==> src/rtl/mem_arbiter_if.sv <==
// Bundle of the fetch port, data port and shared word-memory port of mem_arbiter.
// slave: the arbiter's view; master: requesters plus the memory model.
interface mem_arbiter_if;
  logic        i_req;
  logic [11:0] i_addr;
  logic        i_gnt;
  logic        i_rvalid;
  logic [31:0] i_rdata;

  logic        d_req;
  logic        d_we;
  logic [11:0] d_addr;
  logic [31:0] d_wdata;
  logic        d_gnt;
  logic        d_rvalid;
  logic [31:0] d_rdata;

  logic [11:0] mem_line;
  logic [31:0] mem_write_data;
  logic        mem_write;
  logic [31:0] mem_data;

  modport slave (
    input  i_req, i_addr, d_req, d_we, d_addr, d_wdata, mem_data,
    output i_gnt, i_rvalid, i_rdata, d_gnt, d_rvalid, d_rdata,
    output mem_line, mem_write_data, mem_write
  );

  modport master (
    output i_req, i_addr, d_req, d_we, d_addr, d_wdata, mem_data,
    input  i_gnt, i_rvalid, i_rdata, d_gnt, d_rvalid, d_rdata,
    input  mem_line, mem_write_data, mem_write
  );
endinterface

==> src/rtl/mem_arbiter.sv <==
// Two-port (fetch/data) arbiter onto one single-cycle word memory, read latency 1.
// Default: data priority with fetch starvation limit; MEM_ARB_RR_EN selects alternating grant.
module mem_arbiter #(
  parameter int unsigned STARVE_LIMIT = 4
) (
  input  logic          clk,
  input  logic          rst,
  mem_arbiter_if.slave  bus
);

  logic        i_gnt;
  logic        d_gnt;
  logic        i_rvalid_q, i_rvalid_d;
  logic        d_rvalid_q, d_rvalid_d;
  logic [31:0] i_rdata_q,  i_rdata_d;
  logic [31:0] d_rdata_q,  d_rdata_d;

`ifdef MEM_ARB_RR_EN
  // last_d_q = 1 when the data port won the most recent grant
  logic last_d_q, last_d_d;

  always_comb begin
    i_gnt    = 1'b0;
    d_gnt    = 1'b0;
    if (!rst) begin
      if (bus.i_req && bus.d_req) begin
        i_gnt = last_d_q;
        d_gnt = !last_d_q;
      end else begin
        i_gnt = bus.i_req;
        d_gnt = bus.d_req;
      end
    end
    last_d_d = last_d_q;
    if (i_gnt)      last_d_d = 1'b0;
    else if (d_gnt) last_d_d = 1'b1;
  end

  always_ff @(posedge clk) begin
    if (rst) last_d_q <= 1'b1;
    else     last_d_q <= last_d_d;
  end
`else
  localparam logic [3:0] LIMIT = 4'(STARVE_LIMIT);

  logic [3:0] starve_q, starve_d;
  logic       starved;

  always_comb begin
    starved = (starve_q == LIMIT);
    i_gnt   = 1'b0;
    d_gnt   = 1'b0;
    if (!rst) begin
      d_gnt = bus.d_req && !(bus.i_req && starved);
      i_gnt = bus.i_req && !d_gnt;
    end
    starve_d = 4'd0;
    if (bus.i_req && !i_gnt)
      starve_d = starved ? starve_q : starve_q + 4'd1;
  end

  always_ff @(posedge clk) begin
    if (rst) starve_q <= 4'd0;
    else     starve_q <= starve_d;
  end
`endif

  always_comb begin
    bus.mem_line       = 12'd0;
    bus.mem_write_data = 32'd0;
    bus.mem_write      = 1'b0;
    if (i_gnt) begin
      bus.mem_line = bus.i_addr;
    end else if (d_gnt) begin
      bus.mem_line       = bus.d_addr;
      bus.mem_write_data = bus.d_wdata;
      bus.mem_write      = bus.d_we;
    end
  end

  // Read capture on the grant edge; rdata holds until that port's next read
  always_comb begin
    i_rvalid_d = i_gnt;
    i_rdata_d  = i_gnt ? bus.mem_data : i_rdata_q;
    d_rvalid_d = d_gnt && !bus.d_we;
    d_rdata_d  = (d_gnt && !bus.d_we) ? bus.mem_data : d_rdata_q;
  end

  always_ff @(posedge clk) begin
    if (rst) begin
      i_rvalid_q <= 1'b0;
      d_rvalid_q <= 1'b0;
      i_rdata_q  <= 32'd0;
      d_rdata_q  <= 32'd0;
    end else begin
      i_rvalid_q <= i_rvalid_d;
      d_rvalid_q <= d_rvalid_d;
      i_rdata_q  <= i_rdata_d;
      d_rdata_q  <= d_rdata_d;
    end
  end

  // Reset masks a response already in flight from the previous grant
  assign bus.i_gnt    = i_gnt;
  assign bus.d_gnt    = d_gnt;
  assign bus.i_rvalid = i_rvalid_q && !rst;
  assign bus.d_rvalid = d_rvalid_q && !rst;
  assign bus.i_rdata  = rst ? 32'd0 : i_rdata_q;
  assign bus.d_rdata  = rst ? 32'd0 : d_rdata_q;

endmodule

==> src/flat_wrapper.sv <==
// flat-port wrapper written by rule: the top's interface ports become plain ports
module mem_arbiter_flat 
#(
  parameter int unsigned STARVE_LIMIT = 4
)
  (clk, rst, bus_i_req, bus_i_addr, bus_d_req, bus_d_we, bus_d_addr, bus_d_wdata, bus_mem_data, bus_i_gnt, bus_i_rvalid, bus_i_rdata, bus_d_gnt, bus_d_rvalid, bus_d_rdata, bus_mem_line, bus_mem_write_data, bus_mem_write);
  mem_arbiter_if bus_i ();
  input  logic clk;
  input  logic rst;
  input wire logic [$bits(bus_i.i_req)-1:0] bus_i_req;
  input wire logic [$bits(bus_i.i_addr)-1:0] bus_i_addr;
  input wire logic [$bits(bus_i.d_req)-1:0] bus_d_req;
  input wire logic [$bits(bus_i.d_we)-1:0] bus_d_we;
  input wire logic [$bits(bus_i.d_addr)-1:0] bus_d_addr;
  input wire logic [$bits(bus_i.d_wdata)-1:0] bus_d_wdata;
  input wire logic [$bits(bus_i.mem_data)-1:0] bus_mem_data;
  output wire logic [$bits(bus_i.i_gnt)-1:0] bus_i_gnt;
  output wire logic [$bits(bus_i.i_rvalid)-1:0] bus_i_rvalid;
  output wire logic [$bits(bus_i.i_rdata)-1:0] bus_i_rdata;
  output wire logic [$bits(bus_i.d_gnt)-1:0] bus_d_gnt;
  output wire logic [$bits(bus_i.d_rvalid)-1:0] bus_d_rvalid;
  output wire logic [$bits(bus_i.d_rdata)-1:0] bus_d_rdata;
  output wire logic [$bits(bus_i.mem_line)-1:0] bus_mem_line;
  output wire logic [$bits(bus_i.mem_write_data)-1:0] bus_mem_write_data;
  output wire logic [$bits(bus_i.mem_write)-1:0] bus_mem_write;
  assign bus_i.i_req = bus_i_req;
  assign bus_i.i_addr = bus_i_addr;
  assign bus_i.d_req = bus_d_req;
  assign bus_i.d_we = bus_d_we;
  assign bus_i.d_addr = bus_d_addr;
  assign bus_i.d_wdata = bus_d_wdata;
  assign bus_i.mem_data = bus_mem_data;
  assign bus_i_gnt = bus_i.i_gnt;
  assign bus_i_rvalid = bus_i.i_rvalid;
  assign bus_i_rdata = bus_i.i_rdata;
  assign bus_d_gnt = bus_i.d_gnt;
  assign bus_d_rvalid = bus_i.d_rvalid;
  assign bus_d_rdata = bus_i.d_rdata;
  assign bus_mem_line = bus_i.mem_line;
  assign bus_mem_write_data = bus_i.mem_write_data;
  assign bus_mem_write = bus_i.mem_write;
  mem_arbiter #(.STARVE_LIMIT(STARVE_LIMIT)) u_core (.clk(clk), .rst(rst), .bus(bus_i));
endmodule
==> config.mk <==
export PLATFORM = sky130hd
export DESIGN_NAME = mem_arbiter_flat
export DESIGN_NICKNAME = d
export VERILOG_FILES = /design/src/rtl/mem_arbiter_if.sv /design/src/rtl/mem_arbiter.sv /design/src/flat_wrapper.sv
export SDC_FILE = /design/constraint.sdc
export NUM_CORES = 1
export LEC_CHECK = 0
export BUFFER_PORTS_ARGS = -buffer_cell sky130_fd_sc_hd__clkbuf_2
export CORE_ASPECT_RATIO = 1.4
export CORE_MARGIN = 4
export CORE_UTILIZATION = 46
export DETAILED_ROUTE_END_ITERATION = 8
export GPL_TIMING_DRIVEN = 0
export PLACE_DENSITY = 0.86
export SYNTH_ARGS = -nofsm -noshare
export SYNTH_HDL_FRONTEND = slang
export SYNTH_SLANG_ARGS = --single-unit
export TNS_END_PERCENT = 30
==> constraint.sdc <==
create_clock -name clk -period 3.6 [get_ports clk]
set_clock_uncertainty 0.2 [all_clocks]
set_input_delay 0.18 -clock clk [delete_from_list [all_inputs] [get_ports clk]]
set_output_delay 0.18 -clock clk [all_outputs]
set_load 0.05 [all_outputs]
==> results by group, run 1 <==
Clocking
  – CTS tree: done
  – Htree depth: 3
  – CTS root buf: clkbuf_8
  – Clock Latency Late Sink: around 0.33 ns
  – TritonCTS buffer count: 9
  – Clock Pin Slew Worst Setup and Hold Paths: roughly 0.07 ns
  – Clock Sinks: 70
  – Clock Path Buffers: 2

Pwr
  – Power Dens Cells: between 300 and 400 nW/um^2
  – Peak VDD IR: just under 0.0005 V
  – Leakage Power: between 2 and 3 nW

Worst setup path
  – Max incr delay on CP: 0.44 ns
  – Critical path launch point type: flip-flop
  – CP Capture Type: primary output
  – R2r worst-path depth: 6
  – CP required: between 3 and 4 ns
  – WP buf/inv: 3
  – Critical R2R Launch: u_core.starve_q[0]
  – Crit path cell chain: inv_1, ha_1, nand4b_1, nor3b_4, buf_2, a22o_1, clkbuf_2
  – Crit-path slowest cell: nor3b_4
  – Family with the most delay on the worst path: buffers and inverters
  – CP max FO: 10
  – Instance count on the critical path: 7
  – Crit path launch: u_core.starve_q[0]
  – CP Data Arrival Time: 2.42 ns
  – CP Class: reg -> out

Routing
  – Pre-Repair DR Iteration Count: 4
  – ANT nets after route: 0
  – Final wirelength: 10620 um
  – Iter 0 DRT Violations: just over 100
  – Post-detailed-route wirelength per cell: 16.70 um
  – Vias per cell: ~4.8
  – Via count: just over 3000
  – DRC errors left: 0

Logic synthesis
  – Syn Nets: 384
  – Synth warnings: 0
  – Post-synthesis register bit count: 70
  – Seq/Total Area, Yosys: ~44%
  – Post-synthesis mux area share: approximately 23%
  – Synth Area in Adders: less than 1%
  – Post-Synthesis Cell Area: 3166 um^2
  – Cells after synthesis: about 290
  – Post-Synth XOR/XNOR Area: 0%
  – Largest family of logic cells by synthesized area: simple AND/OR/NAND/NOR gates
  – Complex-gate fraction of the synthesized area: under 10%
  – Simple-gate portion of the synthesized area: 23.60%
  – Distinct cells, synth: 29
  – Average size of a mapped cell: between 10 and 15 um^2

Placement
  – HPWL after DPL: a little over 8000 um
  – Port Buffers: slightly above 200
  – Placement Cell Area: roughly 4300 um^2
  – Final Wtd Congestion: about 0.81

Timing
  – Max-slew violations: 0
  – RSZ-0062 raised after global routing: false
  – Slew headroom: ~65%
  – Worst Tran Pin Value: 0.5190 ns
  – Period utilisation layout: between 70 and 80%
  – Crit path time final: 2.797 ns
  – Hold Vio Cnt, Final: 0
  – Final setup vio count: 0
  – Final hold slack: roughly 0.11 ns
  – Final setup TNS: 0 ns
  – Fmax: between 300 and 400 MHz

Hold path
  – Hold Path Cell Cnt: 4
  – Hold WC Path Type: in -> reg
  – Hold wc startpoint: bus_d_we

Global routing
  – Largest net degree at the start of global routing: 13
  – GRT Total Usage: 25.44%
  – First-pass GRT wire length: roughly 16000 um
  – Vias in the first global route: 3245
  – Grt ovf: 0
  – Initial antenna violation count: 0

Die
  – Height of the die: between 100 and 150 um
  – Die W: a little under 80 um
  – Die area: roughly 8300 um^2
  – IO Pins: around 200
  – Initial Utilization: between 40 and 50%
  – Row cnt: 35
  – Core Box Area: approximately 6700 um^2

Layout
  – Layout cells sized above 1: approximately 54%
  – # diodes: 0
  – Core occupancy in the finished layout: between 70% and 80%
  – Layout area overhead: 52.81%
  – Cell area after layout: between 4000 and 5000 um^2
  – Final nets: between 600 and 700

Flow run
  – Maxcap violations: 0

Outcome
  – Status: finished, final reports clean
[through the flow]
| step | instances | power, mW | worst slack, ns |
|---|---|---|---|
| after floorplan | 289 | 1.131 | 1.260 |
| after global placement | 586 | 1.259 | 1.211 |
| after detailed placement | 586 | 1.265 | 1.185 |
| after CTS | 636 | 1.902 | 0.8024 |
| after global routing | 636 | 1.964 | 0.6399 |
| final | 636 | 1.887 | 0.8032 |
[path summary, 6_finish.rpt]
| check | to | slack, ns |
|---|---|---|
| max reg2reg | u_core.i_rdata_q[3] | 1.54 |
| min | u_core.d_rdata_q[2] | 0.11 |
| min reg2reg | u_core.starve_q[0] | 0.29 |
| max | bus_mem_line[10] | 0.80 |
[Yosys cell counts]
cell type	instances	area [um^2]
a211oi_1	1	7.510
a21oi_1	1	5.000
a21oi_4	1	16.27
a22o_1	12	105.1
and2_1	33	206.5
buf_2	10	50.05
buf_4	1	7.510
buf_6	3	33.78
clkbuf_1	2	7.510
clkbuf_2	2	10.01
dfxtp_1	70	1401
ha_1	2	25.02
inv_1	5	18.77
mux2_1	14	157.7
mux2_2	50	563.0
mux2i_1	1	10.01
nand2_1	1	3.750
nand2_2	1	6.260
nand2b_1	2	12.51
nand2b_4	1	13.76
nand3_1	1	5.000
nand3b_1	1	7.510
nand3b_4	1	20.02
nand4b_1	1	8.760
nor2_1	1	3.750
nor2b_1	66	412.9
nor3_1	3	15.01
nor3b_2	1	12.51
nor3b_4	1	18.77
[power breakdown]
group          internal (mW)  total (mW)  switching (mW)
Clock                  0.318       0.608           0.290
Combinational          0.163       0.455           0.292
Sequential             0.815       0.825         0.00917
Total                   1.30        1.89           0.591
[routing by layer]
layer	routed length, um	up-vias	GRT usage [%]
met5	0	-	0
met4	102	0	7.000
met3	1673	8	17.12
met2	5223	152	44.49
met1	3623	1405	24.01
li1	-	1466	-
[cell families after synthesis]
family	count (synthesis)
buf+inv	23
flops	70
compound gates	15
fa+ha+maj	2
mux	65
simple gates	114
[layout by cell type, fill, tap and decap left out, types with 2 or more instances in the layout]
| cell | netlist | layout |
|---|---|---|
| buf_2 | 10 | 10 |
| nor2b_1 | 66 | 66 |
| nand2b_1 | 2 | 2 |
| clkinv_2 | 0 | 2 |
| dlygate4sd3_1 | 0 | 34 |
| nor3_1 | 3 | 3 |
| mux2_2 | 50 | 50 |
| mux2_1 | 14 | 14 |
| and2_1 | 33 | 33 |
| a22o_1 | 12 | 12 |
| clkbuf_2 | 2 | 207 |
| dfxtp_1 | 70 | 70 |
| clkinvlp_4 | 0 | 3 |
| inv_1 | 5 | 5 |
| clkbuf_1 | 2 | 3 |
| ha_1 | 2 | 2 |
| buf_6 | 3 | 3 |
| clkbuf_8 | 0 | 9 |
[tightest hold or removal path, delay by kind of cell]
kind / cells / cell delay, ns
buffers and inverters: 1 / 0.09
and+or+nand+nor: 2 / 0.17
muxes: 1 / 0.17
[area by class of cell]
type	instances	area [um^2]
fillers	511	1819
multi-input cells	196	1637
flip-flops and latches	70	1401
repair buffers	239	1366
clock buffers	10	127.6
well taps	92	115.1
plain buffers	18	108.9
clock inverters	6	62.56
inverters	5	18.77
[state kept, by name, summed over array words and instances, names as in the netlist]
signal,count
u_core.d_rvalid_q,1
u_core.i_rvalid_q,1
u_core.starve_q,4
u_core.i_rdata_q,32
u_core.d_rdata_q,32
[repair_timing]
item                       4_1_cts  5_1_grt
setup endpoints to repair        0        0
hold endpoints to repair        69        0
hold buffers                    34        0
gates resized for setup          0        0
buffers inserted                 0        0
(Power assumes the default switching activity.)
==> run 2: changes to the inputs <==
--- a/config.mk
+++ b/config.mk
@@ -8,10 +8,10 @@
 export BUFFER_PORTS_ARGS = -buffer_cell sky130_fd_sc_hd__clkbuf_2
 export CORE_ASPECT_RATIO = 1.4
 export CORE_MARGIN = 4
-export CORE_UTILIZATION = 46
+export CORE_UTILIZATION = 42
 export DETAILED_ROUTE_END_ITERATION = 8
 export GPL_TIMING_DRIVEN = 0
-export PLACE_DENSITY = 0.86
+export PLACE_DENSITY = 0.8
 export SYNTH_ARGS = -nofsm -noshare
 export SYNTH_HDL_FRONTEND = slang
 export SYNTH_SLANG_ARGS = --single-unit
==> constraint.sdc (replaced) <==
create_clock -name clk -period 2.8 [get_ports clk]
set_clock_uncertainty 0.2 [all_clocks]
set_input_delay 0.14 -clock clk [delete_from_list [all_inputs] [get_ports clk]]
set_output_delay 0.14 -clock clk [all_outputs]
set_load 0.05 [all_outputs]
==> run 2 against run 1 <==
Net effect: largest cell class unchanged; cell count rose by 1.3%; combinational power up 28%; core utilization decreased by 6.3 points; die area rose by 8.7%; sequential cell count did not move; setup slack got worse by 0.64 ns; total power increased by 31%.
==> results by group, run 2 (synthesis gave the netlist of run 1 again) <==
Clocking
  – CTS root buf: clkbuf_8
  – Clock Sinks: 70
  – CTS tree: done
  – Clock Pin Slew Worst Setup and Hold Paths: around 0.080 ns
  – Clock Path Buffers: 2
  – TritonCTS buffer count: 9
  – Clock Latency Late Sink: roughly 0.33 ns
  – Htree depth: 3
  – Resized cells post-CTS: 0

Routing
  – Pre-Repair DR Iteration Count: 4
  – DRC errors left: 0
  – Iter 0 DRT Violations: 72
  – Vias per cell: 4.658
  – Post-detailed-route wirelength per cell: around 16 um
  – ANT nets after route: 0
  – Final wirelength: approximately 10000 um
  – Via count: 3000

Die
  – Die area: about 9000 um^2
  – Core Box Area: ~7400 um^2
  – Row cnt: 37
  – Initial Utilization: 43.01%
  – IO Pins: approximately 200
  – Die W: between 80 and 90 um
  – Height of the die: between 100 and 150 um

Worst setup path
  – Max incr delay on CP: 0.40 ns
  – Family with the most delay on the worst path: buffers and inverters
  – CP Capture Type: primary output
  – CP Data Arrival Time: approximately 2.3 ns
  – Crit-path slowest cell: a21oi_4
  – CP required: 2.46 ns
  – CP Class: reg -> out
  – CP max FO: 10
  – Crit path cell chain: inv_1, ha_1, nand3b_4, a21oi_4, buf_2, a22o_1, clkbuf_2
  – WP buf/inv: 3
  – Critical path launch point type: flip-flop

Placement
  – HPWL after DPL: around 7600 um
  – Final Wtd Congestion: approximately 0.84
  – Pre-CTS setup slack: around 0.40 ns
  – Port Buffers: about 200
  – Placement Cell Area: about 4300 um^2
  – Post-Place Cells: ~600

Timing
  – Crit path time final: 2.633 ns
  – Fmax: 379.8 MHz
  – Max-slew violations: 0
  – Hold Vio Cnt, Final: 0
  – RSZ-0062 raised after global routing: false
  – Worst Tran Pin Value: about 0.47 ns
  – Slew headroom: 68.54%
  – Post-route setup slack: 0.1673 ns
  – Period utilisation layout: a little over nine tenths
  – Final setup TNS: 0 ns
  – Final setup vio count: 0

Layout
  – Commonest non-fill, non-tap cells in the layout: 207 x clkbuf_2, 70 x dfxtp_1, 66 x nor2b_1
  – # diodes: 0
  – Final nets: between 600 and 700
  – FILL cells: between 500 and 600
  – Top Registers: u_core.d_rdata_q x32, u_core.i_rdata_q x32, u_core.starve_q x4
  – Layout cells sized above 1: between 50% and 60%
  – Layout area overhead: 54.31%
  – Final cell count without fillers: 644
  – Cell area after layout: between 4000 and 5000 um^2
  – Most common cell after layout, fill and taps aside: clkbuf_2

Global routing
  – GRT Total Usage: between 20 and 25%
  – Initial antenna violation count: 0
  – Grt ovf: 0
  – First-pass GRT wire length: roughly 15000 um
  – Vias in the first global route: roughly 3100
  – Largest net degree at the start of global routing: 13

Flow run
  – Maxcap violations: 0

Outcome
  – Status: finished, final reports clean

Pwr
  – Leakage Power: roughly 2.5 nW
  – Peak VDD IR: between 0.0004 and 0.0005 V
  – Total power: about 2.5 mW
  – Power Dens Cells: slightly above 500 nW/um^2

Hold path
  – Hold WC Path Type: in -> reg
==> run 2: changes by cell type in the layout (fill, tap and decap cells not counted), sizes merged <==
cell    before  now
buf         14   17
clkbuf     219  220
clkinv       2    1
==> run 2: power by group <==
group	switching [mW]	internal (mW)	leakage, nW
combinational	0.369	0.212	1.86
sequential	0.0103	1.05	0.574
clock	0.373	0.458	0.0976
==> run 2: through the flow <==
stage / util, % / hold WS, ns
after floorplan: - / 0.03108
after global placement: 58.59 / 0.1656
after detailed placement: 58.59 / 0.1698
after CTS: 66.05 / 0.08427
after global routing: 66.36 / 0.1025
final: 66.36 / 0.1060
==> run 2: layout make-up <==
type / instances / area [um^2] / area share (%)
Buffer: 18 / 108.9 / 2.228
Clock buffer: 11 / 151.4 / 3.099
Clock inverter: 5 / 57.56 / 1.178
Inverter: 5 / 18.77 / 0.3842
Multi-Input combinational cell: 196 / 1637 / 33.50
Sequential cell: 70 / 1401 / 28.69
Tap cell: 97 / 121.4 / 2.485
Timing Repair Buffer: 242 / 1389 / 28.43
==> run 2: worst register-to-register path: cells and delay by family (launching register included) <==
kind / cells / cell delay, ns
AO/OA/AOI/OAI: 1 / 0.40
flip-flops: 1 / 0.34
AND/OR/NAND/NOR: 1 / 0.12
multiplexers: 1 / 0.35
adder cells (fa/ha/maj): 1 / 0.26
buffers and inverters: 2 / 0.29
==> run 2: per-layer routing <==
metal / up-vias / GRT usage [%] / part of all wire, %
met5: - / 0 / 0
met4: 0 / 6.990 / 2.2
met3: 18 / 11.87 / 14
met2: 151 / 38.19 / 50
met1: 1357 / 20.82 / 34
li1: 1474 / - / -
==> run 2: path summary, 6_finish.rpt <==
path	from	end	slack (ns)	cells after the start
worst max-delay path	u_core.starve_q[0]	bus_mem_line[4]	0.17	7
worst min-delay path	rst	u_core.starve_q[3]	0.11	3
worst max register to register	u_core.starve_q[0]	u_core.i_rdata_q[29]	0.74	6
worst min register to register	u_core.starve_q[0]	u_core.starve_q[0]	0.29	1
==> run 2: timing repair <==
item,in CTS,in global routing
hold buffers,34,0
endpoints found under the hold margin,69,0
buffers inserted,0,3
setup endpoints to repair,0,19
==> run 3: changes to the inputs <==
==> constraint.sdc (replaced) <==
create_clock -name clk -period 2.7 [get_ports clk]
set_clock_uncertainty 0.2 [all_clocks]
set_input_delay 0.135 -clock clk [delete_from_list [all_inputs] [get_ports clk]]
set_output_delay 0.135 -clock clk [all_outputs]
set_load 0.05 [all_outputs]
==> run 3 against run 2 <==
Net effect: design area is 1.2% higher; via count grew 1.0%; sequential share of layout area fell by 0.33 points; critical endpoint is now bus_mem_write_data[8].
==> results by group, run 3 (synthesis gave the netlist of run 1 again) <==
Layout
  – Cell area after layout: 4942 um^2
  – Final nets: approximately 640
  – Layout cells sized above 1: a little over half
  – Commonest non-fill, non-tap cells in the layout: 207 x clkbuf_2, 70 x dfxtp_1, 66 x nor2b_1
  – Most common cell after layout, fill and taps aside: clkbuf_2
  – Layout area overhead: 56.13%
  – # diodes: 0
  – Top Registers: u_core.d_rdata_q x32, u_core.i_rdata_q x32, u_core.starve_q x4

Clocking
  – CTS root buf: clkbuf_8
  – Clock Path Buffers: 2
  – Clock Latency Late Sink: approximately 0.33 ns
  – Resized cells post-CTS: 0
  – Htree depth: 3
  – TritonCTS buffer count: 9
  – Clock Sinks: 70
  – CTS tree: done
  – Clock Pin Slew Worst Setup and Hold Paths: ~0.080 ns

Die
  – Row cnt: 37
  – IO Pins: 206
  – Die W: roughly 81 um
  – Die area: ~9000 um^2
  – Height of the die: around 110 um
  – Core Box Area: about 7400 um^2
  – Initial Utilization: between 40% and 50%

Timing
  – Final hold slack: 0.1006 ns
  – Final setup vio count: 0
  – Final setup TNS: 0 ns
  – Hold Vio Cnt, Final: 0
  – Slew headroom: around 70%
  – Period utilisation layout: roughly 94%
  – RSZ-0062 raised after global routing: false
  – Fmax: 392.6 MHz
  – Max-slew violations: 0
  – Worst Tran Pin Value: ~0.47 ns
  – Crit path time final: 2.547 ns

Pwr
  – Peak VDD IR: a little over 0.0005 V
  – Clk network pwr share: ~34%
  – Sw frac: 30.38%
  – Power Dens Cells: 519.7 nW/um^2
  – Leakage Power: about 2.6 nW
  – Net Switching: 780.2 uW
  – Internal power: around 1.8 mW
  – Flop pwr share: between 40% and 50%
  – Combinational share of power: between 20% and 30%

Routing
  – ANT nets after route: 0
  – Via count: just over 3000
  – Pre-Repair DR Iteration Count: 4
  – Vias per cell: 4.662
  – DRC errors left: 0
  – Final wirelength: 10100 um
  – Iter 0 DRT Violations: 64
  – Post-detailed-route wirelength per cell: 15.54 um

Worst setup path
  – CP max FO: 10
  – CP Capture Type: primary output
  – Critical path launch point type: flip-flop
  – Family with the most delay on the worst path: buffers and inverters
  – WP buf/inv: 4
  – Crit-path slowest cell: dfxtp_1
  – CP Class: reg -> out
  – Max incr delay on CP: roughly 0.38 ns
  – Crit path cell chain: inv_1, ha_1, nand4b_1, nor3b_4, buf_4, clkbuf_2, and2_1, clkbuf_2
  – CP most frequent cell: clkbuf_2
  – CP Data Arrival Time: 2.21 ns
  – CP required: about 2.4 ns

Flow run
  – Maxcap violations: 0

Placement
  – Port Buffers: 205
  – HPWL after DPL: 7637 um
  – Placement Cell Area: roughly 4300 um^2
  – Final Wtd Congestion: between 0.8 and 0.9

Global routing
  – Grt ovf: 0
  – First-pass GRT wire length: about 15000 um
  – GRT Total Usage: a little over a fifth
  – Largest net degree at the start of global routing: 13
  – Initial antenna violation count: 0
  – Vias in the first global route: approximately 3100

Outcome
  – Status: finished, final reports clean

Hold path
  – Hold WC Path Type: in -> reg
[run 3: changes by cell type in the layout (fill, tap and decap cells not counted), sizes merged]
cell,previous run,this run
buf,17,23
[run 3: cell type report]
cell class,count,area [um^2]
fill,586,2419
multi-input combinational,196,1637
timing repair buffer,248,1446
sequential,70,1401
clock buffer,11,151.4
tap,97,121.4
buffer,18,108.9
clock inverter,5,57.56
inverter,5,18.77
[run 3: repair_timing]
item | CTS | global route
setup buffers | 3 | 6
endpoints found under the setup margin | 19 | 9
gates cloned | 0 | 0
hold buffers | 34 | 0
pin swaps | 0 | 1
endpoints found under the hold margin | 69 | 0
[run 3: worst register-to-register path, delay by kind of cell (launching register included)]
kind	cells	cell delay [ns]
simple gates	1	0.12
flops	1	0.34
compound gates	1	0.22
buf+inv	4	0.48
fa+ha+maj	1	0.26
mux	1	0.34
[run 3: metal layers]
| metal | vias to the layer above | part of all wire, % | global-route usage, % |
|---|---|---|---|
| met2 | 150 | 50 | 38.79 |
| met3 | 18 | 14 | 11.87 |
| met1 | 1373 | 34 | 20.82 |
| met4 | 0 | 2.2 | 6.990 |
| li1 | 1489 | - | - |
| met5 | - | 0 | 0 |
[run 3: final timing paths]
kind	start	end	slack [ns]	cells past startpoint
worst max-delay path	u_core.starve_q[0]	bus_mem_write_data[8]	0.15	8
worst min-delay path	rst	u_core.starve_q[3]	0.10	3
worst max register to register	u_core.starve_q[0]	u_core.i_rdata_q[18]	0.65	8
worst min register to register	u_core.starve_q[0]	u_core.starve_q[0]	0.29	1
[run 3: per-stage QoR]
step	worst slack, ns	power, mW	util (%)	instances
finish	0.1527	2.568	67.14	650
global route	0.01918	2.680	67.14	650
CTS	0.004623	2.586	66.36	644
detailed placement	0.3049	1.682	58.59	591
global placement	0.3899	1.674	58.59	591
floorplan	0.4046	1.508	-	289
[run 3: power by group through the flow]
stage                     Combinational [mW]  Sequential [mW]  Clock [mW]
after floorplan                        0.390             1.12           0
after global placement                 0.554             1.12           0
after detailed placement               0.561             1.12           0
after CTS                              0.605             1.10       0.884
after global routing                   0.647             1.10       0.932
final                                  0.610             1.10       0.860
